===== src/rtl/isu_issue_buf_if.sv =====
// Handshake and data bundle between decode, the issue buffer and execute.
//   Decode side : in_valid[1:0] (bit0 older), in_rd/in_rj/in_rk (5b per slot),
//                 in_is_mul, in_payload (PAY_W per slot), in_ready back.
//   Execute side: iss_valid[1:0], iss_rd/iss_rj/iss_rk, iss_is_mul,
//                 iss_payload per lane, exu_ready back.
//   Debug       : count, occupied entries.
// The slave modport is the buffer's view; the master modport drives the
// decode/execute side (decode + execute models in a bench).
interface isu_issue_buf_if #(
  parameter int DEPTH = 8,
  parameter int PAY_W = 64
);
  localparam int CW = $clog2(DEPTH) + 1;

  logic [1:0]            in_valid;
  logic [1:0][4:0]       in_rd;
  logic [1:0][4:0]       in_rj;
  logic [1:0][4:0]       in_rk;
  logic [1:0]            in_is_mul;
  logic [1:0][PAY_W-1:0] in_payload;
  logic                  in_ready;

  logic                  exu_ready;
  logic [1:0]            iss_valid;
  logic [1:0][4:0]       iss_rd;
  logic [1:0][4:0]       iss_rj;
  logic [1:0][4:0]       iss_rk;
  logic [1:0]            iss_is_mul;
  logic [1:0][PAY_W-1:0] iss_payload;

  logic [CW-1:0]         count;

  modport slave (
    input  in_valid, in_rd, in_rj, in_rk, in_is_mul, in_payload, exu_ready,
    output in_ready, iss_valid, iss_rd, iss_rj, iss_rk, iss_is_mul,
           iss_payload, count
  );

  modport master (
    output in_valid, in_rd, in_rj, in_rk, in_is_mul, in_payload, exu_ready,
    input  in_ready, iss_valid, iss_rd, iss_rj, iss_rk, iss_is_mul,
           iss_payload, count
  );
endinterface


===== src/rtl/isu_issue_buf.sv =====
// In-order dual-issue instruction buffer between decode and execute.
// Up to two micro-ops are written per cycle into a circular buffer; up to two
// are presented per cycle to execute lanes 0/1 (head, head+1). Lane 1 issues
// only if head+1 does not read head's destination and the two are not both
// multiplies. flush empties the buffer and blocks enqueue/issue that cycle.
// Ports:
//   clk    core clock, rising edge
//   rst_n  asynchronous active-low reset of head/tail/count
//   flush  discard all entries and this cycle's enqueue
//   bus    isu_issue_buf_if.slave: decode inputs, in_ready, issue lanes,
//          exu_ready, count
module isu_issue_buf #(
  parameter int DEPTH = 8,
  parameter int PAY_W = 64
) (
  input  logic            clk,
  input  logic            rst_n,
  input  logic            flush,
  isu_issue_buf_if.slave  bus
);

  localparam int AW = $clog2(DEPTH);
  localparam int CW = AW + 1;

  typedef struct packed {
    logic [4:0]       rd;
    logic [4:0]       rj;
    logic [4:0]       rk;
    logic             is_mul;
    logic [PAY_W-1:0] payload;
  } entry_t;

  entry_t          mem [DEPTH];
  logic [AW-1:0]   head;
  logic [AW-1:0]   tail;
  logic [CW-1:0]   cnt;

  logic [AW-1:0]   head1;
  logic [AW-1:0]   tail1;
  entry_t          e0;
  entry_t          e1;
  entry_t          slot0;
  entry_t          slot1;
  logic            ready;
  logic [1:0]      n_enq;
  logic [1:0]      n_deq;
  logic            c0;
  logic            c1;
  logic            raw;
  logic            pair_ok;
  logic [1:0]      valid;

  function automatic logic [1:0] enq_count(input logic rdy, input logic [1:0] v);
    // 2'b10 is illegal and must not enqueue anything
    if (!rdy)          return 2'd0;
    else if (v == 2'b11) return 2'd2;
    else if (v == 2'b01) return 2'd1;
    else               return 2'd0;
  endfunction

  // Enqueue side: ready depends only on registered occupancy and flush
  assign head1 = head + AW'(1);
  assign tail1 = tail + AW'(1);
  assign ready = (cnt <= CW'(DEPTH - 2)) && !flush;
  assign n_enq = enq_count(ready, bus.in_valid);

  assign slot0 = '{rd: bus.in_rd[0], rj: bus.in_rj[0], rk: bus.in_rk[0],
                   is_mul: bus.in_is_mul[0], payload: bus.in_payload[0]};
  assign slot1 = '{rd: bus.in_rd[1], rj: bus.in_rj[1], rk: bus.in_rk[1],
                   is_mul: bus.in_is_mul[1], payload: bus.in_payload[1]};

  // Issue side: combinational from stored entries, no bypass from inputs
  assign e0 = mem[head];
  assign e1 = mem[head1];
  assign c0 = (cnt >= CW'(1)) && !flush;
  assign c1 = (cnt >= CW'(2)) && !flush;

  // rd == 0 is "no write", so it can never create a RAW dependency
  assign raw     = (e0.rd != 5'd0) && ((e1.rj == e0.rd) || (e1.rk == e0.rd));
  assign pair_ok = !raw && !(e0.is_mul && e1.is_mul);
  assign valid   = {c0 && c1 && pair_ok, c0};

  // Execute takes the whole group or nothing
  assign n_deq = bus.exu_ready ? ({1'b0, valid[0]} + {1'b0, valid[1]}) : 2'd0;

  assign bus.in_ready       = ready;
  assign bus.iss_valid      = valid;
  assign bus.iss_rd         = {e1.rd, e0.rd};
  assign bus.iss_rj         = {e1.rj, e0.rj};
  assign bus.iss_rk         = {e1.rk, e0.rk};
  assign bus.iss_is_mul     = {e1.is_mul, e0.is_mul};
  assign bus.iss_payload    = {e1.payload, e0.payload};
  assign bus.count          = cnt;

  // Pointer / occupancy state
  always_ff @(posedge clk or negedge rst_n) begin
    if (!rst_n) begin
      head <= '0;
      tail <= '0;
      cnt  <= '0;
    end else if (flush) begin
      head <= '0;
      tail <= '0;
      cnt  <= '0;
    end else begin
      head <= head + AW'(n_deq);
      tail <= tail + AW'(n_enq);
      cnt  <= cnt + CW'(n_enq) - CW'(n_deq);
    end
  end

  // Entry storage: data only, never reset; n_enq is already zero under flush
  always_ff @(posedge clk) begin
    if (n_enq != 2'd0) mem[tail]  <= slot0;
    if (n_enq == 2'd2) mem[tail1] <= slot1;
  end

endmodule


===== src/flat_wrapper.sv =====
// flat-port wrapper written by rule: the top's interface ports become plain ports
module isu_issue_buf_flat 
#(
  parameter int DEPTH = 8,
  parameter int PAY_W = 64
)
  (clk, rst_n, flush, bus_in_valid, bus_in_rd, bus_in_rj, bus_in_rk, bus_in_is_mul, bus_in_payload, bus_exu_ready, bus_in_ready, bus_iss_valid, bus_iss_rd, bus_iss_rj, bus_iss_rk, bus_iss_is_mul, bus_iss_payload, bus_count);
  isu_issue_buf_if #(.DEPTH(DEPTH), .PAY_W(PAY_W)) bus_i ();
  input  logic clk;
  input  logic rst_n;
  input  logic flush;
  input wire logic [$bits(bus_i.in_valid)-1:0] bus_in_valid;
  input wire logic [$bits(bus_i.in_rd)-1:0] bus_in_rd;
  input wire logic [$bits(bus_i.in_rj)-1:0] bus_in_rj;
  input wire logic [$bits(bus_i.in_rk)-1:0] bus_in_rk;
  input wire logic [$bits(bus_i.in_is_mul)-1:0] bus_in_is_mul;
  input wire logic [$bits(bus_i.in_payload)-1:0] bus_in_payload;
  input wire logic [$bits(bus_i.exu_ready)-1:0] bus_exu_ready;
  output wire logic [$bits(bus_i.in_ready)-1:0] bus_in_ready;
  output wire logic [$bits(bus_i.iss_valid)-1:0] bus_iss_valid;
  output wire logic [$bits(bus_i.iss_rd)-1:0] bus_iss_rd;
  output wire logic [$bits(bus_i.iss_rj)-1:0] bus_iss_rj;
  output wire logic [$bits(bus_i.iss_rk)-1:0] bus_iss_rk;
  output wire logic [$bits(bus_i.iss_is_mul)-1:0] bus_iss_is_mul;
  output wire logic [$bits(bus_i.iss_payload)-1:0] bus_iss_payload;
  output wire logic [$bits(bus_i.count)-1:0] bus_count;
  assign bus_i.in_valid = bus_in_valid;
  assign bus_i.in_rd = bus_in_rd;
  assign bus_i.in_rj = bus_in_rj;
  assign bus_i.in_rk = bus_in_rk;
  assign bus_i.in_is_mul = bus_in_is_mul;
  assign bus_i.in_payload = bus_in_payload;
  assign bus_i.exu_ready = bus_exu_ready;
  assign bus_in_ready = bus_i.in_ready;
  assign bus_iss_valid = bus_i.iss_valid;
  assign bus_iss_rd = bus_i.iss_rd;
  assign bus_iss_rj = bus_i.iss_rj;
  assign bus_iss_rk = bus_i.iss_rk;
  assign bus_iss_is_mul = bus_i.iss_is_mul;
  assign bus_iss_payload = bus_i.iss_payload;
  assign bus_count = bus_i.count;
  isu_issue_buf #(.DEPTH(DEPTH), .PAY_W(PAY_W)) u_core (.clk(clk), .rst_n(rst_n), .flush(flush), .bus(bus_i));
endmodule

===== config.mk =====
export PLATFORM = sky130hd
export DESIGN_NAME = isu_issue_buf_flat
export DESIGN_NICKNAME = d
export VERILOG_FILES = /design/src/rtl/isu_issue_buf_if.sv /design/src/rtl/isu_issue_buf.sv /design/src/flat_wrapper.sv
export SDC_FILE = /design/constraint.sdc
export NUM_CORES = 1
export LEC_CHECK = 0
export ABC_AREA = 1
export CELL_PAD_IN_SITES_DETAIL_PLACEMENT = 0
export CELL_PAD_IN_SITES_GLOBAL_PLACEMENT = 1
export CORE_MARGIN = 4
export CORE_UTILIZATION = 44
export CTS_BUF_LIST = sky130_fd_sc_hd__clkbuf_16
export DETAILED_ROUTE_END_ITERATION = 8
export HOLD_SLACK_MARGIN = 0.12
export MAX_ROUTING_LAYER = met4
export PLACE_DENSITY_LB_ADDON = 0.1
export SYNTH_ARGS = -nofsm -noshare
export SYNTH_HDL_FRONTEND = slang
export SYNTH_SLANG_ARGS = --single-unit
export TNS_END_PERCENT = 1

===== constraint.sdc =====
create_clock -name clk -period 8.4 [get_ports clk]
set_clock_uncertainty 0.15 [all_clocks]
set_input_delay 0.84 -clock clk [delete_from_list [all_inputs] [get_ports clk]]
set_output_delay 0.84 -clock clk [all_outputs]
set_load 0.02 [all_outputs]

# Word level (Yosys, flattened, before mapping)

Memory sizes are Yosys's and may differ from the RTL's.
Index checks and enable logic that the tools add are counted.

Register bits after elaboration: 10
Memories: 1
Input port bits: 166
Memory bits (writable): 640
Logic and storage cells: 44
Output and inout bits: 167

Memories:

| name       | depth | width | read ports | clocked after Yosys merged registers in | write ports | RTL line            | text |
|---|---|---|---|---|---|---|---|
| u_core.mem | 8     | 80    | 2          | 0                                       | 2           | isu_issue_buf.sv:33 | `entry_t mem [DEPTH];` |

Reduce and logical (&&, ||, !) cells: 14
$add $sub $neg: 7
Magnitude comparators: 3
Multiplexer cells: 11
Equal/unequal tests: 5

Operators with widths:

| cell                                                                                | count |
|---|---|
| 5-bit equality test                                                                 | 2 |
| 1-bit logical AND                                                                   | 8 |
| 3-bit by 1-bit adder with 3-bit output, second input constant                       | 2 |
| 3-bit by 2-bit adder with 3-bit output                                              | 2 |
| 2-bit two-way mux                                                                   | 3 |
| 3-bit two-way mux                                                                   | 2 |
| 1-bit two-way mux                                                                   | 5 |
| 5-bit nonzero test                                                                  | 1 |
| 4-bit by 2-bit adder with 4-bit output                                              | 1 |
| 2-bit equality test, second input constant                                          | 2 |
| 4-bit by 1-bit greater-or-equal comparator with 1-bit output, second input constant | 1 |
| 4-bit by 2-bit greater-or-equal comparator with 1-bit output, second input constant | 1 |
| 4-bit by 3-bit less-or-equal comparator with 1-bit output, second input constant    | 1 |
| 4-bit two-way mux                                                                   | 1 |
| 4-bit by 2-bit subtractor with 4-bit output                                         | 1 |
| 1-bit zero test                                                                     | 3 |
| 1-bit by 1-bit adder with 2-bit output                                              | 1 |
| 2-bit by 1-bit equality test with 1-bit output, second input constant               | 1 |
| 2-bit nonzero test                                                                  | 1 |
| 1-bit logical OR                                                                    | 1 |

# Logic depth before layout (Yosys ltp)

An unclocked memory read counts as a cell.

Word-level depth: 12
Gate-level depth with buffers: 25
Depth with buffers taken out: 23

# Worst setup path before layout

No wires, ideal clock.

Path kind: input to register
Start point: in flush
End point: mem u_core.mem[4][0] (netlist bit) (enable)
Stages: 5
Setup slack: 0.395 ns
Data required time: 7.621 ns
Arrival time: 7.226 ns
Library setup time: 0.629 ns
Buffers on the path: 0
Cells stage by stage: a211oi_2 nand2_1 inv_2 nand3_1 o21ai_0

RTL lines:

| item               | RTL line            | text |
|---|---|---|
| start: declaration | flat_wrapper.sv:11  | `input logic flush;` |
| end: declaration   | isu_issue_buf.sv:33 |  |

# Final worst setup path

Start point: reg u_core.head[1]
End point: out bus_iss_payload[66]

Word-level cells in the longest chain between the ends: 2

RTL lines:

| item                                   | RTL line             | text |
|---|---|---|
| start: declaration                     | isu_issue_buf.sv:34  | `logic [AW-1:0] head;` |
| start signal: assignment               | isu_issue_buf.sv:106 | `head <= head + AW'(n_deq);` |
| 3-bit by 1-bit adder with 3-bit output | isu_issue_buf.sv:62  | `assign head1 = head + AW'(1);` |
| memory 8 x 80 bit                      | n/a                  |  |
| end: declaration                       | flat_wrapper.sv:25   | `output wire logic [$bits(bus_i.iss_payload)-1:0] bus_iss_payload;` |

No other way between the ends.

==> results.cfg <==
[hold_path]
hold_class = input port to async pin

[clock_tree]
postCtsHoldBufs = 0
ctsRootBufferMaster = clkbuf_16
cts_tree = built
cts.clk_slew.worst_paths_ns = 0.06
cts_buffers = 78
htree_num_levels = 3
clock_sinks = 650
cts_resized = 0
cts_setup_buffers = 0
insertion_delay_ns = 0.61
cts_buffer_depth = 3

[layout]
drive_gt1_frac = 0.03946
multi_input_area_sq_mm = 0.01575
stdcell_count = 6055
fin_util = 0.5091
final-seq-area_sq_mm = 0.01948
design_area_sq_mm = 0.04451
final_nets = 5011
syn_to_final_growth_pct = 13.98
fill_cells = 8252

[pwr]
pwr-share-seq = 0.276
combPwrFrac = 0.484
p_per_area_mw_per_mm2 = 312.2
p_leak_nw = 17.54
p_sw_mw = 5.906
p_int_mw = 7.987
irDropWorstVdd_mv = 0.3722
total_power_mw = 13.89
power.share.switching = 0.4251
clock_power_share = 0.240

[routing]
drt-initial-drc-count = 3555
drc = 0
firstDrtPassIters = 7
wl_per_cell_um = 21.94
viasPerCell = 5.685
antenna_left = 0
num_vias = 34424
drt-total-wl_um = 132800

[floorplan]
dieArea_sq_mm = 0.09357
die-height_um = 305.9
rows = 108
io_pins = 333
start_util = 0.4466
core_sq_mm = 0.08743
fp.dieW_um = 305.9

[place]
dp_cells = 5905
postPlaceCellArea_sq_mm = 0.04202
gp_congestion = 0.8193
numPortBuffers = 332
preCtsSetupSlack_ns = 2.785
dp_hpwl_um = 71560

[synth]
seq_area_frac_synth = 0.4986
ys.warnings.count = 0
synthCells = 4838
synthTopCellsByArea = edfxtp_1, nand2_1, o21ai_0
synth.distinct_cells = 30
synth_top_cell_area_share = 0.4922
yosys-top-cells-count = nand2_1, edfxtp_1, o21ai_0, o21ai_1, inv_1
syn_area_sq_mm = 0.03905
syn_nets = 5019
synth_largest_area_cell = edfxtp_1
synth_edf_count = 640
synthArstFlopShare = 0.01538
syn_avg_cell_area_sq_um = 8.071
synth.most_common_cell = nand2_1
ys_seq_elements = 650
synthFlopType = edfxtp_1

[critical_path]
ff2ff_path_depth = 22
cp.arrival_ns = 5.36
crit_type = register to output port
critPathMaxStageDelay_ns = 1.02
cp.required_ns = 7.41
crit_fanout = 68
critPathLaunchType = register
crit_chain = ha_4, buf_4, buf_4, o21ai_0, o21ai_0, a21oi_1, a31oi_1, clkdlybuf4s50_1
crit_path_end_kind = output port
slowest_stage = dfrtp_4

[timing]
rsz0062_at_grt = no
drv_slew = 0
fmax_mhz = 157.5
fin_ws_ns = 2.049
timing.final.crit_share = 0.7561
setup_viol = 0
relSlewSlack = 0.2026
hold_ws_ns = 0.4322
tightest_slew_ns = 1.196
setup_tns_ns = 0
finalHoldViolCount = 0
finalCriticalPeriod_ns = 6.351

[global_routing]
grt_pass1_vias = 32253
gr-usage-all-layers = 0.2840
grt_start_max_net_pins = 250
antenna_found_initial = 10
grt_pass1_wl_um = 198900
overflow = 0

[outcome]
status = finished clean

[flow_run]
cap_violations = 0
-- worst paths after layout --
check,start,to,slack (ns)
worst max register to register,u_core.head[1],u_core.bus.count[3],2.96
worst max-delay path,u_core.head[1],bus_iss_payload[66],2.05
worst min-delay path,rst_n,u_core.head[0],0.43
max in group asynchronous,rst_n,u_core.head[2],7.25
min in group clk,u_core.tail[2],u_core.tail[2],0.57
worst min register to register,u_core.tail[2],u_core.tail[2],0.57
-- layout by cell type, fill, tap and decap left out, drive strengths merged --
cell           Yosys  layout
a211oi             1       1
a21o               1       1
a21oi            376     376
a221oi            11      11
a31oi            146     146
buf              287      47
bufinv             0       7
clkbuf           180      79
clkdlybuf4s50      0     332
clkinv             1      33
clkinvlp           0       3
dfrtp             10      10
diode              0       9
edfxtp           640     640
fa                 4       4
ha                11      11
inv              399     419
nand2           1095    1095
nand3             72      72
nand4              8       8
nor2             284     284
nor3               1       1
o211ai            68      68
o21ai           1236    1236
xnor2              5       5
xor2               2       2
-- layout make-up --
| cell class | instances | share of cell area |
|---|---|---|
| multi-input combinational | 3321 | 0.3540 |
| inverter | 400 | 0.03435 |
| sequential | 650 | 0.4377 |
| tap | 1155 | 0.03247 |
| clock inverter | 62 | 0.01091 |
| antenna | 9 | 0.0005060 |
| timing repair buffer | 379 | 0.08569 |
| clock buffer | 79 | 0.04442 |
-- cell families (layout without fill, tap and decap cells) --
| group | Yosys count | in the layout | share of synthesized area |
|---|---|---|---|
| AOI/OAI and AO/OA | 1839 | 1839 | 0.2461 |
| DFF | 650 | 650 | 0.4986 |
| adders and majority gates | 15 | 15 | 0.005576 |
| other | 0 | 9 | 0 |
| xor gates and xnor gates | 7 | 7 | 0.002243 |
| and+or+nand+nor | 1460 | 1460 | 0.1465 |
| buffers and inverters | 867 | 920 | 0.1010 |
-- power groups by stage --
stage | Combinational (mW) | Clock, mW | Sequential, mW
3_5_place_dp | 6.72 | 0 | 3.90
4_1_cts | 6.75 | 3.39 | 3.83
6_report | 6.73 | 3.34 | 3.83
3_3_place_gp | 6.72 | 0 | 3.89
5_1_grt | 7.34 | 3.52 | 3.85
2_1_floorplan | 4.18 | 0 | 3.84
-- flip-flops by register name, indices dropped and copies added (netlist names) --
| register | count |
|---|---|
| u_core.bus.count | 4 |
| u_core.head | 3 |
| u_core.mem | 640 |
| u_core.tail | 3 |
-- per-layer routing --
layer  track usage  vias up  share of wire
li1              -    16691              -
met1        0.3769    16173           0.43
met2        0.4500     1338           0.46
met3       0.04715      222          0.080
met4       0.08667        0          0.028
met5             -        -              0
-- worst max-delay path, delay by kind of cell, from the launching register on --
kind / cells / cell delay, ns
adders and majority gates: 1 / 0.49
DFF: 1 / 1.02
AOI/OAI and AO/OA: 4 / 0.99
buffers and inverters: 3 / 2.17
No activity file was read; power rests on OpenSTA's default activity.
